$ cat src/rtl/pwm_pkg.sv
// Shared types and constants for the PWM shadow-compare block.
package pwm_pkg;

  localparam int PWM_W  = 8;
  localparam int DUTY_W = PWM_W + 1;
  localparam logic [PWM_W-1:0] ALL_ONES = '1;

  typedef enum logic {
    IDLE    = 1'b0,
    PENDING = 1'b1
  } duty_state_t;

endpackage

$ cat src/rtl/duty_shadow_reg.sv
// Duty handshake: accepts a new duty into a shadow register and commits it
// to duty_act only on a period boundary.
module duty_shadow_reg
  import pwm_pkg::*;
#(
  parameter int         W         = 8,
  parameter logic [W:0] INIT_DUTY = '0
) (
  input  logic       clk,
  input  logic       reset,
  input  logic       bnd,
  input  logic [W:0] duty_in,
  input  logic       duty_valid,
  output logic       duty_ready,
  output logic [W:0] duty_act
);

  duty_state_t state_reg, state_next;
  logic [W:0]  shadow_reg, shadow_next;
  logic [W:0]  act_reg, act_next;

  always_ff @(posedge clk or posedge reset) begin
    if (reset) begin
      state_reg  <= IDLE;
      shadow_reg <= '0;
      act_reg    <= INIT_DUTY;
    end else begin
      state_reg  <= state_next;
      shadow_reg <= shadow_next;
      act_reg    <= act_next;
    end
  end

  // A value accepted on a boundary cycle waits for the following boundary.
  always_comb begin
    state_next  = state_reg;
    shadow_next = shadow_reg;
    act_next    = act_reg;
    case (state_reg)
      IDLE: begin
        if (duty_valid) begin
          shadow_next = duty_in;
          state_next  = PENDING;
        end
      end
      PENDING: begin
        if (bnd) begin
          act_next   = shadow_reg;
          state_next = IDLE;
        end
      end
      default: state_next = IDLE;
    endcase
  end

  always_comb begin
    duty_ready = (state_reg == IDLE);
    duty_act   = act_reg;
  end

endmodule

$ cat src/rtl/pwm_shadow_cmp.sv
// Registered PWM compare against a double-buffered duty, with a period tick
// marking the first count of each period.
module pwm_shadow_cmp
  import pwm_pkg::*;
#(
  parameter int         W          = 8,
  parameter bit         ACTIVE_LOW = 1'b0,
  parameter logic [W:0] INIT_DUTY  = '0
) (
  input  logic         clk,
  input  logic         reset,
  input  logic         en,
  input  logic [W-1:0] cnt_in,
  input  logic [W-1:0] cnt_top,
  input  logic [W:0]   duty_in,
  input  logic         duty_valid,
  output logic         duty_ready,
  output logic         pwm_out,
  output logic         period_tick,
  output logic [W:0]   duty_act
);

  localparam logic [W-1:0] CNT_ONES = {W{1'b1}};

  logic bnd;
  logic level;

  // All-ones also ends a period so a lowered cnt_top below the count recovers.
  assign bnd   = (cnt_in == cnt_top) || (cnt_in == CNT_ONES);
  assign level = ({1'b0, cnt_in} < duty_act) ^ ACTIVE_LOW;

  duty_shadow_reg #(
    .W         (W),
    .INIT_DUTY (INIT_DUTY)
  ) u_shadow (
    .clk        (clk),
    .reset      (reset),
    .bnd        (bnd),
    .duty_in    (duty_in),
    .duty_valid (duty_valid),
    .duty_ready (duty_ready),
    .duty_act   (duty_act)
  );

  always_ff @(posedge clk or posedge reset) begin
    if (reset) begin
      pwm_out     <= ACTIVE_LOW;
      period_tick <= 1'b0;
    end else begin
      pwm_out     <= en ? level : ACTIVE_LOW;
      period_tick <= bnd && en;
    end
  end

endmodule

$ cat config.mk
export PLATFORM = sky130hd
export DESIGN_NAME = pwm_shadow_cmp
export DESIGN_NICKNAME = d
export VERILOG_FILES = /design/src/rtl/pwm_pkg.sv /design/src/rtl/duty_shadow_reg.sv /design/src/rtl/pwm_shadow_cmp.sv
export SDC_FILE = /design/constraint.sdc
export NUM_CORES = 1
export LEC_CHECK = 0
export CAP_MARGIN = 10
export CELL_PAD_IN_SITES_DETAIL_PLACEMENT = 0
export CELL_PAD_IN_SITES_GLOBAL_PLACEMENT = 2
export CORE_UTILIZATION = 27
export CTS_CLUSTER_SIZE = 28
export DETAILED_ROUTE_END_ITERATION = 8
export PLACE_DENSITY = 0.89
export RECOVER_POWER = 100
export SLEW_MARGIN = 10
export SYNTH_ARGS = -nofsm -noshare
export SYNTH_HDL_FRONTEND = slang
export SYNTH_SLANG_ARGS = --single-unit
$ cat constraint.sdc
create_clock -name clk -period 1.62 [get_ports clk]
set_input_delay 0.486 -clock clk [delete_from_list [all_inputs] [get_ports clk]]
set_output_delay 0.486 -clock clk [all_outputs]
set_load 0.1 [all_outputs]
# After elaboration in Yosys (flattened, before gate mapping)
# Index checks and enable logic that the tools add are counted.
[totals]
register_bits = 21
inputBits = 29
output_inout_bits = 12
elab_cells = 17
[classes]
n_lt_le_gt_ge = 1
n_eq_ne = 2
n_mux = 4
n_bitwise = 1
reduce_logical = 4
[op_table]
columns = ["op", "count"]
rows = [
  ["< comparator 8 x 9 -> 1 bit", 1],
  ["equality test 8 bit", 1],
  ["equality test 8 bit, second input constant", 1],
  ["AND reduction 2 bit", 2],
  ["2-to-1 mux 1 bit", 3],
  ["one-hot mux 1 bit (2 select lines)", 1],
  ["logical AND 1 bit", 1],
  ["logical OR 1 bit", 1],
  ["inverter 1 bit", 1],
]

# Longest topological paths before layout
# Gate-level depths: netlist of the first run.
[depth]
ltp_word = 4
ltp_mapped = 7

# Hierarchy
# Synthesis of the first run repeated with hierarchy kept, for this count alone.
[hier_totals]
cells_unflattened = 85
area_unflattened_um2 = 1099.8
[modules_own_cells]
columns = ["mod", "n_inst", "cells_each", "area_per_inst_um2"]
rows = [
  ["duty_shadow_reg", 1, 43, 753.2],
  ["pwm_shadow_cmp", 1, 42, 346.6],
]

# Worst setup path after synthesis of the first run
# Ideal clock, no wire load.
[synth_path]
kind = "register to register"
startpoint = "reg u_shadow.act_reg[6], in the netlist u_shadow.duty_act[6]"
endpoint = "reg pwm_out"
setup_time_ps = 120
arrival_ps = 1982
required_time_ps = 1500
slack_ps = -483
path_stages_with_launch = 8
period_less_slack_ps = 2103
cell_sequence = "dfrtp_1 inv_1 ha_1 and4_1 o21ai_0 o221ai_1 a21oi_1 o21a_1"
[synth_via]
elab_chain_len = 2
[synth_lines]
columns = ["element", "line", "text"]
rows = [
  ["from (decl)", "duty_shadow_reg.sv:20", "logic [W:0] act_reg, act_next;"],
  ["from (signal assigned)", "duty_shadow_reg.sv:30", "act_reg <= act_next;"],
  ["< comparator 8 x 9 -> 1 bit", "pwm_shadow_cmp.sv:30", "assign level = ({1'b0, cnt_in} < duty_act) ^ ACTIVE_LOW;"],
  ["2-to-1 mux 1 bit", "pwm_shadow_cmp.sv:50", "pwm_out <= en ? level : ACTIVE_LOW;"],
  ["to (signal assigned)", "pwm_shadow_cmp.sv:50", ""],
  ["to (decl)", "pwm_shadow_cmp.sv:18", "output logic pwm_out,"],
]
# No other way between the ends.
# A chain may end at the register's enable or synchronous reset.

# Worst setup path after layout of the first run
[layout_path]
startpoint = "in cnt_in[5]"
endpoint = "reg u_shadow.act_reg[0], in the netlist u_shadow.duty_act[0]"
[layout_via]
elab_chain_len = 3
elab_cells_between_ends = 4
classes_between = "2 x eq/ne; 2 x reduce/logical"
[layout_lines]
columns = ["element", "line", "text"]
rows = [
  ["from (decl)", "pwm_shadow_cmp.sv:13", "input logic [W-1:0] cnt_in,"],
  ["equality test 8 bit", "pwm_shadow_cmp.sv:29", "assign bnd = (cnt_in == cnt_top) || (cnt_in == CNT_ONES);"],
  ["logical OR 1 bit *", "pwm_shadow_cmp.sv:29", ""],
  ["AND reduction 2 bit (no line) *", "n/a", ""],
]
# Every way passes the cells marked *; elsewhere a longest branch is shown, timed or not.

==> results of run 1 <==
[what timing repair did]
action,4_1_cts,5_1_grt
cloned,1,0
pin swaps,15,13
setup endpoints to repair,12,11
endpoints found under the hold margin,0,0
setup buffers,1,0
gates resized for setup,67,13
[layer usage]
| layer | up-vias | part of all wire, % | global-route usage [%] |
|---|---|---|---|
| li1 | 411 | - | - |
| met1 | 403 | 39 | 13.7 |
| met2 | 27 | 54 | 23.6 |
| met3 | 2 | 6.0 | 1.55 |
| met4 | 0 | 1.1 | 6.52 |
| met5 | - | 0 | 0 |
[kinds of logic after synthesis]
kind of cell,Yosys count
flip-flops,21
XOR/XNOR,8
adder cells (fa/ha/maj),7
buffers and inverters,11
AO/OA/AOI/OAI,9
multiplexers,18
AND/OR/NAND/NOR,11
[worst max-delay path, stage by stage]
cell                       delay [ns]
sky130_fd_sc_hd__buf_2           0.11
sky130_fd_sc_hd__xor2_1          0.15
sky130_fd_sc_hd__nor4_2          0.32
sky130_fd_sc_hd__a21oi_2         0.13
sky130_fd_sc_hd__nand2b_4        0.20
sky130_fd_sc_hd__mux2_4          0.31
[synthesized netlist by cell type]
library cell	count	area, um2
sky130_fd_sc_hd__clkbuf_1	1	3.75
sky130_fd_sc_hd__xor2_1	8	70.1
sky130_fd_sc_hd__nand2b_1	2	12.5
sky130_fd_sc_hd__and2b_2	1	8.76
sky130_fd_sc_hd__mux2_4	9	135
sky130_fd_sc_hd__o21ai_0	1	5.00
sky130_fd_sc_hd__nand4_1	2	12.5
sky130_fd_sc_hd__nor4_2	1	12.5
sky130_fd_sc_hd__a211oi_1	1	7.51
sky130_fd_sc_hd__a21oi_1	4	20.0
sky130_fd_sc_hd__dfrtp_1	21	526
sky130_fd_sc_hd__o21a_1	1	7.51
sky130_fd_sc_hd__mux2_2	9	101
sky130_fd_sc_hd__nor4_1	1	6.26
sky130_fd_sc_hd__and4_1	1	8.76
sky130_fd_sc_hd__o221ai_1	1	8.76
sky130_fd_sc_hd__ha_1	7	87.6
sky130_fd_sc_hd__buf_6	1	11.3
sky130_fd_sc_hd__nor2_1	1	3.75
sky130_fd_sc_hd__inv_1	9	33.8
sky130_fd_sc_hd__nand2_1	1	3.75
sky130_fd_sc_hd__a21o_2	1	8.76
sky130_fd_sc_hd__nor2b_1	1	6.26
[stage by stage]
| stage | hold WS, ns | instance area (um2) | setup TNS [ns] | worst slack [ns] |
|---|---|---|---|---|
| after global routing | 0.536 | 1800 | -0.105 | -0.0260 |
| after detailed placement | 0.492 | 1850 | -9.48 | -0.798 |
| after floorplan | 0.462 | 1130 | -0.799 | -0.0820 |
| final | 0.504 | 1800 | 0 | 0.0386 |
| after CTS | 0.492 | 1930 | 0 | 0.00165 |
| after global placement | 0.490 | 1850 | -9.17 | -0.777 |
[worst max-delay path by stage]
stage	start	end	slack, ns	cells after the start
floorplan	cnt_top[2]	u_shadow.duty_act[0]	-0.08	6
global placement	cnt_in[2]	u_shadow.duty_act[0]	-0.78	7
detailed placement	cnt_in[2]	u_shadow.duty_act[0]	-0.80	7
CTS	cnt_in[6]	pwm_out	0.002	8
global route	cnt_in[0]	u_shadow.duty_act[6]	-0.03	6
finish	cnt_in[5]	u_shadow.duty_act[0]	0.04	6
[report_power, final]
part | switching, mW | leakage [nW] | internal (mW)
registers | 0.145 | 0.252 | 0.748
logic | 0.934 | 0.559 | 0.575
clock network | 0.149 | 0.0255 | 0.171
[cells in the final DEF (no fill, tap or decap), types with 2 or more instances in the layout]
cell,instances
sky130_fd_sc_hd__clkbuf_2,4
sky130_fd_sc_hd__dfrtp_1,14
sky130_fd_sc_hd__dfrtp_4,4
sky130_fd_sc_hd__buf_4,13
sky130_fd_sc_hd__xor2_2,4
sky130_fd_sc_hd__clkbuf_8,3
sky130_fd_sc_hd__buf_6,6
sky130_fd_sc_hd__clkdlybuf4s50_1,11
sky130_fd_sc_hd__inv_1,7
sky130_fd_sc_hd__clkbuf_1,2
sky130_fd_sc_hd__mux2_4,9
sky130_fd_sc_hd__xor2_1,4
sky130_fd_sc_hd__buf_2,9
sky130_fd_sc_hd__a21oi_1,3
sky130_fd_sc_hd__dfrtp_2,3
sky130_fd_sc_hd__nand2b_4,2
sky130_fd_sc_hd__mux2_2,9
sky130_fd_sc_hd__nand4_1,2
sky130_fd_sc_hd__clkbuf_4,7
sky130_fd_sc_hd__ha_4,3
sky130_fd_sc_hd__ha_1,4
sky130_fd_sc_hd__buf_8,3
[cell type report]
class                      instances  area [um2]
fill                             342        2000
multi-input combinational         54         649
sequential                        21         544
timing repair buffer              57         467
tap                               48        60.1
clock buffer                       3        41.3
inverter                           9        36.3
clock inverter                     1        5.00
==> flow_summary.yaml, run 1 <==
synth:
  postSynthCellCount: 85
  post_synth_and_or_nand_nor_area_fraction_pct: 6.82
  yosysSeqAreaShare_pct: 47.7
  synth_compound_gate_area_share_pct: 5.23
  dominant_combinational_cell_family_by_area_after_synthesis: "multiplexers"
  syn_nets: 121
  synth-adder-area-share_pct: 7.95
  syn_avg_cell_area_um2: 13.0
  mappedNetlistArea_um2: 1100
  ys_ff_latch: 21
  synth.lib_cells_used.distinct: 23
  yosysWarningCount: 0
  synth.mux.area_fraction_pct: 21.5
  synthXorXnorAreaFrac_pct: 6.36
cts:
  worst_setup_hold_path_clk_slew_ns: 0.07
  cts.root.buffer_cell: "sky130_fd_sc_hd__clkbuf_8"
  cts_tree: "built"
  insertion_delay_ns: 0.25
  clock_path_buffers: 2
  inserted_clock_buffers: 3
  clock_sinks: 21
  hold_buffers: 0
  htree_levels: 1
worst_setup_path:
  worst-setup-path-type: "input pin to flip-flop"
  regToRegEndpoint: "pwm_out"
  worst-path-max-fanout: 5
  worstSetupEndpointType: "flip-flop"
  rr_startpoint: "u_shadow.duty_act[4]"
  start_kind: "input pin"
  critical_path_arrival_ns: 1.72
  worst_r2r_path_depth: 7
  cp_data_required_time_ns: 1.76
  r2r_slack_ns: 0.10
sta:
  worst_pin_slew_ns: 0.447
  setup_violations: 0
  timing.max_slew.rel_slack_pct: 70.2
  max_freq_mhz: 632
  setup_repair_after_global_routing_missed_its_margin: "yes"
  timing_max_transition_violations_final: 0
  final_period_minus_worst_setup_slack_ns: 1.58
  finalHoldViolCount: 0
  finalCritPeriodShare_pct: 97.6
  clock_skew_ns: 0.00146
final_layout:
  final_core_utilization_pct: 47.5
  area_growth_syn_to_layout_pct: 63.8
  layout-drive-gt1-share_pct: 62.8
  fin_cells: 193
  finish.net_count: 182
  antenna_cells_inserted: 0
floorplanning:
  width_of_the_die_um: 65.9
  fp.dieArea_um2: 4340
  io-pin-count: 41
  die_height_um: 65.9
  floorplan.rows: 22
  placeableCoreArea_um2: 3800
  initial_utilization_pct: 29.0
min_path:
  start_point_of_the_worst_hold_path: "u_shadow.shadow_reg[4]"
  min_path_type: "flip-flop to flip-flop"
  hold_ep: "u_shadow.duty_act[4]"
  holdPathStages: 1
route:
  drcViolationCount: 0
  drtAntennaViolNets: 0
  wl_per_cell_um: 12.9
  routed_wirelength_um: 2490
  drt_first_iter_violations: 26
  number_of_iterations_in_the_first_detailed_routing_pass: 3
  num_vias: 843
  detail_route.vias_per_cell: 4.37
grt:
  grt_antenna_before_repair: 0
  gr-usage-all-layers_pct: 12.6
  wire_length_of_the_first_global_routing_pass_um: 4120
  grt_start_max_net_pins: 13
  global_route.overflow_total: 0
  grt_pass1_vias: 952
place:
  portBuffers: 40
  detailedPlacementHpwl_um: 2000
  routabilityCongestion: 0.817
  dp.cells: 189
power:
  leakage_nw: 0.836
  power_density_nw_per_um2: 1510
  irDropWorstVdd_uv: 367
  post-layout-total-power_mw: 2.72
run:
  cap_violations: 0
run_status:
  status: "finished clean"
Note: power is estimated with default switching activity, not from simulation.
==> run 2: changes to the inputs <==
--- a/config.mk
+++ b/config.mk
@@ -5,9 +5,10 @@
 export SDC_FILE = /design/constraint.sdc
 export NUM_CORES = 1
 export LEC_CHECK = 0
-export CAP_MARGIN = 10
+export CAP_MARGIN = 20
 export CELL_PAD_IN_SITES_DETAIL_PLACEMENT = 0
 export CELL_PAD_IN_SITES_GLOBAL_PLACEMENT = 2
+export CORE_MARGIN = 4
 export CORE_UTILIZATION = 27
 export CTS_CLUSTER_SIZE = 28
 export DETAILED_ROUTE_END_ITERATION = 8
==> flow_summary.yaml, run 2 (synthesis results as in run 1) <==
run_status:
  status: "finished clean"
sta:
  worst_pin_slew_ns: 0.487
  finalHoldViolCount: 0
  finalCritPeriodShare_pct: 98.4
  max_freq_mhz: 627
  timing.max_slew.rel_slack_pct: 67.7
  worst_hold_slack_ns: 0.502
  timing_max_transition_violations_final: 0
  final_period_minus_worst_setup_slack_ns: 1.59
  clock_skew_ns: 0.00148
  setup_total_negative_slack_ns: 0
  setup_repair_after_global_routing_missed_its_margin: "no"
  setup_violations: 0
power:
  irDropWorstVdd_uv: 477
  proportion_of_power_drawn_by_flip_flops_and_latches_pct: 32.8
  power_density_nw_per_um2: 1530
  power_frac_comb_pct: 55.4
  post-layout-total-power_mw: 2.68
  power.switching_fraction_pct: 44.4
  power_frac_clock_pct: 11.7
  internal-power_mw: 1.49
  leakage_nw: 0.822
  total_switching_power_mw: 1.19
final_layout:
  final_core_utilization_pct: 46.1
  area_growth_syn_to_layout_pct: 59.0
  finish.net_count: 182
  most_common_library_cell_in_the_layout_ignoring_fill_and_taps: "sky130_fd_sc_hd__dfrtp_1"
  postLayoutCellArea_um2: 1750
  layout-drive-gt1-share_pct: 57.2
  mostFrequentLayoutCells: "sky130_fd_sc_hd__dfrtp_1 (14), sky130_fd_sc_hd__buf_4 (12), sky130_fd_sc_hd__buf_2 (11), sky130_fd_sc_hd__clkdlybuf4s50_1 (11)"
  antenna_cells_inserted: 0
floorplanning:
  floorplan.rows: 22
  fp.dieArea_um2: 5160
  placeableCoreArea_um2: 3800
  width_of_the_die_um: 71.9
  initial_utilization_pct: 29.0
  die_height_um: 71.9
  io-pin-count: 41
route:
  drcViolationCount: 0
  number_of_iterations_in_the_first_detailed_routing_pass: 2
  drtAntennaViolNets: 0
  routed_wirelength_um: 2450
  num_vias: 866
  detail_route.vias_per_cell: 4.49
  drt_first_iter_violations: 12
  wl_per_cell_um: 12.7
cts:
  htree_levels: 1
  cts_tree: "built"
  clock_sinks: 21
  hold_buffers: 0
  inserted_clock_buffers: 3
  cts.root.buffer_cell: "sky130_fd_sc_hd__clkbuf_8"
  worst_setup_hold_path_clk_slew_ns: 0.07
  clock_path_buffers: 2
  insertion_delay_ns: 0.25
worst_setup_path:
  start_kind: "input pin"
  cp_data_required_time_ns: 1.75
  worst-path-max-fanout: 5
  worst-setup-path-type: "input pin to flip-flop"
  critical_path_arrival_ns: 1.73
  worstSetupEndpointType: "flip-flop"
grt:
  global_route.overflow_total: 0
  grt_pass1_vias: 915
  wire_length_of_the_first_global_routing_pass_um: 4270
  grt_antenna_before_repair: 0
  grt_start_max_net_pins: 12
  gr-usage-all-layers_pct: 10.3
place:
  routabilityCongestion: 0.763
  detailedPlacementHpwl_um: 2060
  portBuffers: 40
  placedInstanceArea_um2: 1850
run:
  cap_violations: 0
min_path:
  min_path_type: "flip-flop to flip-flop"
==> run 2: cell types whose count changed in the layout (fill, tap and decap cells not counted), sizes merged <==
cell           before  now
buf                31   30
clkdlybuf4s15       1    3
clkinv              1    0
==> run 2: timing repair <==
item                       CTS  global route
pin swaps                   15             6
setup endpoints to repair   12            10
buffers inserted             0             0
gates resized for setup     60             7
gates cloned                 1             0
==> run 2: layer usage <==
| metal | up-vias | track usage, % | part of all wire [%] |
|---|---|---|---|
| met5 | - | 0 | 0 |
| met4 | 0 | 4.38 | 1.5 |
| met3 | 2 | 2.24 | 6.5 |
| met2 | 29 | 17.9 | 50 |
| met1 | 416 | 12.3 | 42 |
| li1 | 419 | - | - |
==> run 2: metrics by stage <==
stage	cells	setup slack, ns
detailed placement	189	-0.759
global route	193	0.000564
finish	193	0.0258
global placement	189	-0.776
CTS	193	0.00193
floorplan	85	-0.0820
==> run 2: worst paths after layout <==
check,slack (ns),to,from,depth (start not counted)
max,0.03,u_shadow.duty_act[4],cnt_in[7],6
min,0.50,u_shadow.duty_act[4],u_shadow.shadow_reg[4],1
max reg2reg,0.08,pwm_out,u_shadow.duty_act[5],7
min reg2reg,0.50,u_shadow.duty_act[4],u_shadow.shadow_reg[4],1
max in group asynchronous,0.36,period_tick,reset,3
min in group asynchronous,0.60,u_shadow.shadow_reg[4],reset,2
==> run 2: cell type report <==
class,instances,area (um2)
Clock buffer,4,45.0
Fill cell,366,2050
Inverter,9,33.8
Multi-Input combinational cell,54,607
Sequential cell,21,544
Tap cell,48,60.1
Timing Repair Buffer,57,460
==> run 2: power groups by stage <==
stage               clock, mW  combinational, mW  sequential, mW
floorplan                   0              0.486            1.40
global placement            0               1.63           0.898
detailed placement          0               1.66           0.909
CTS                     0.326               1.67           0.912
global route            0.347               1.58           0.912
finish                  0.315               1.49           0.881
==> run 2: worst max-delay path: stages <==
cell and delay [ns]:
sky130_fd_sc_hd__clkdlybuf4s15_2 0.20, sky130_fd_sc_hd__xor2_1 0.16, sky130_fd_sc_hd__nor4_2 0.25, sky130_fd_sc_hd__a21oi_2 0.12, sky130_fd_sc_hd__nand2b_4 0.20, sky130_fd_sc_hd__mux2_4 0.31
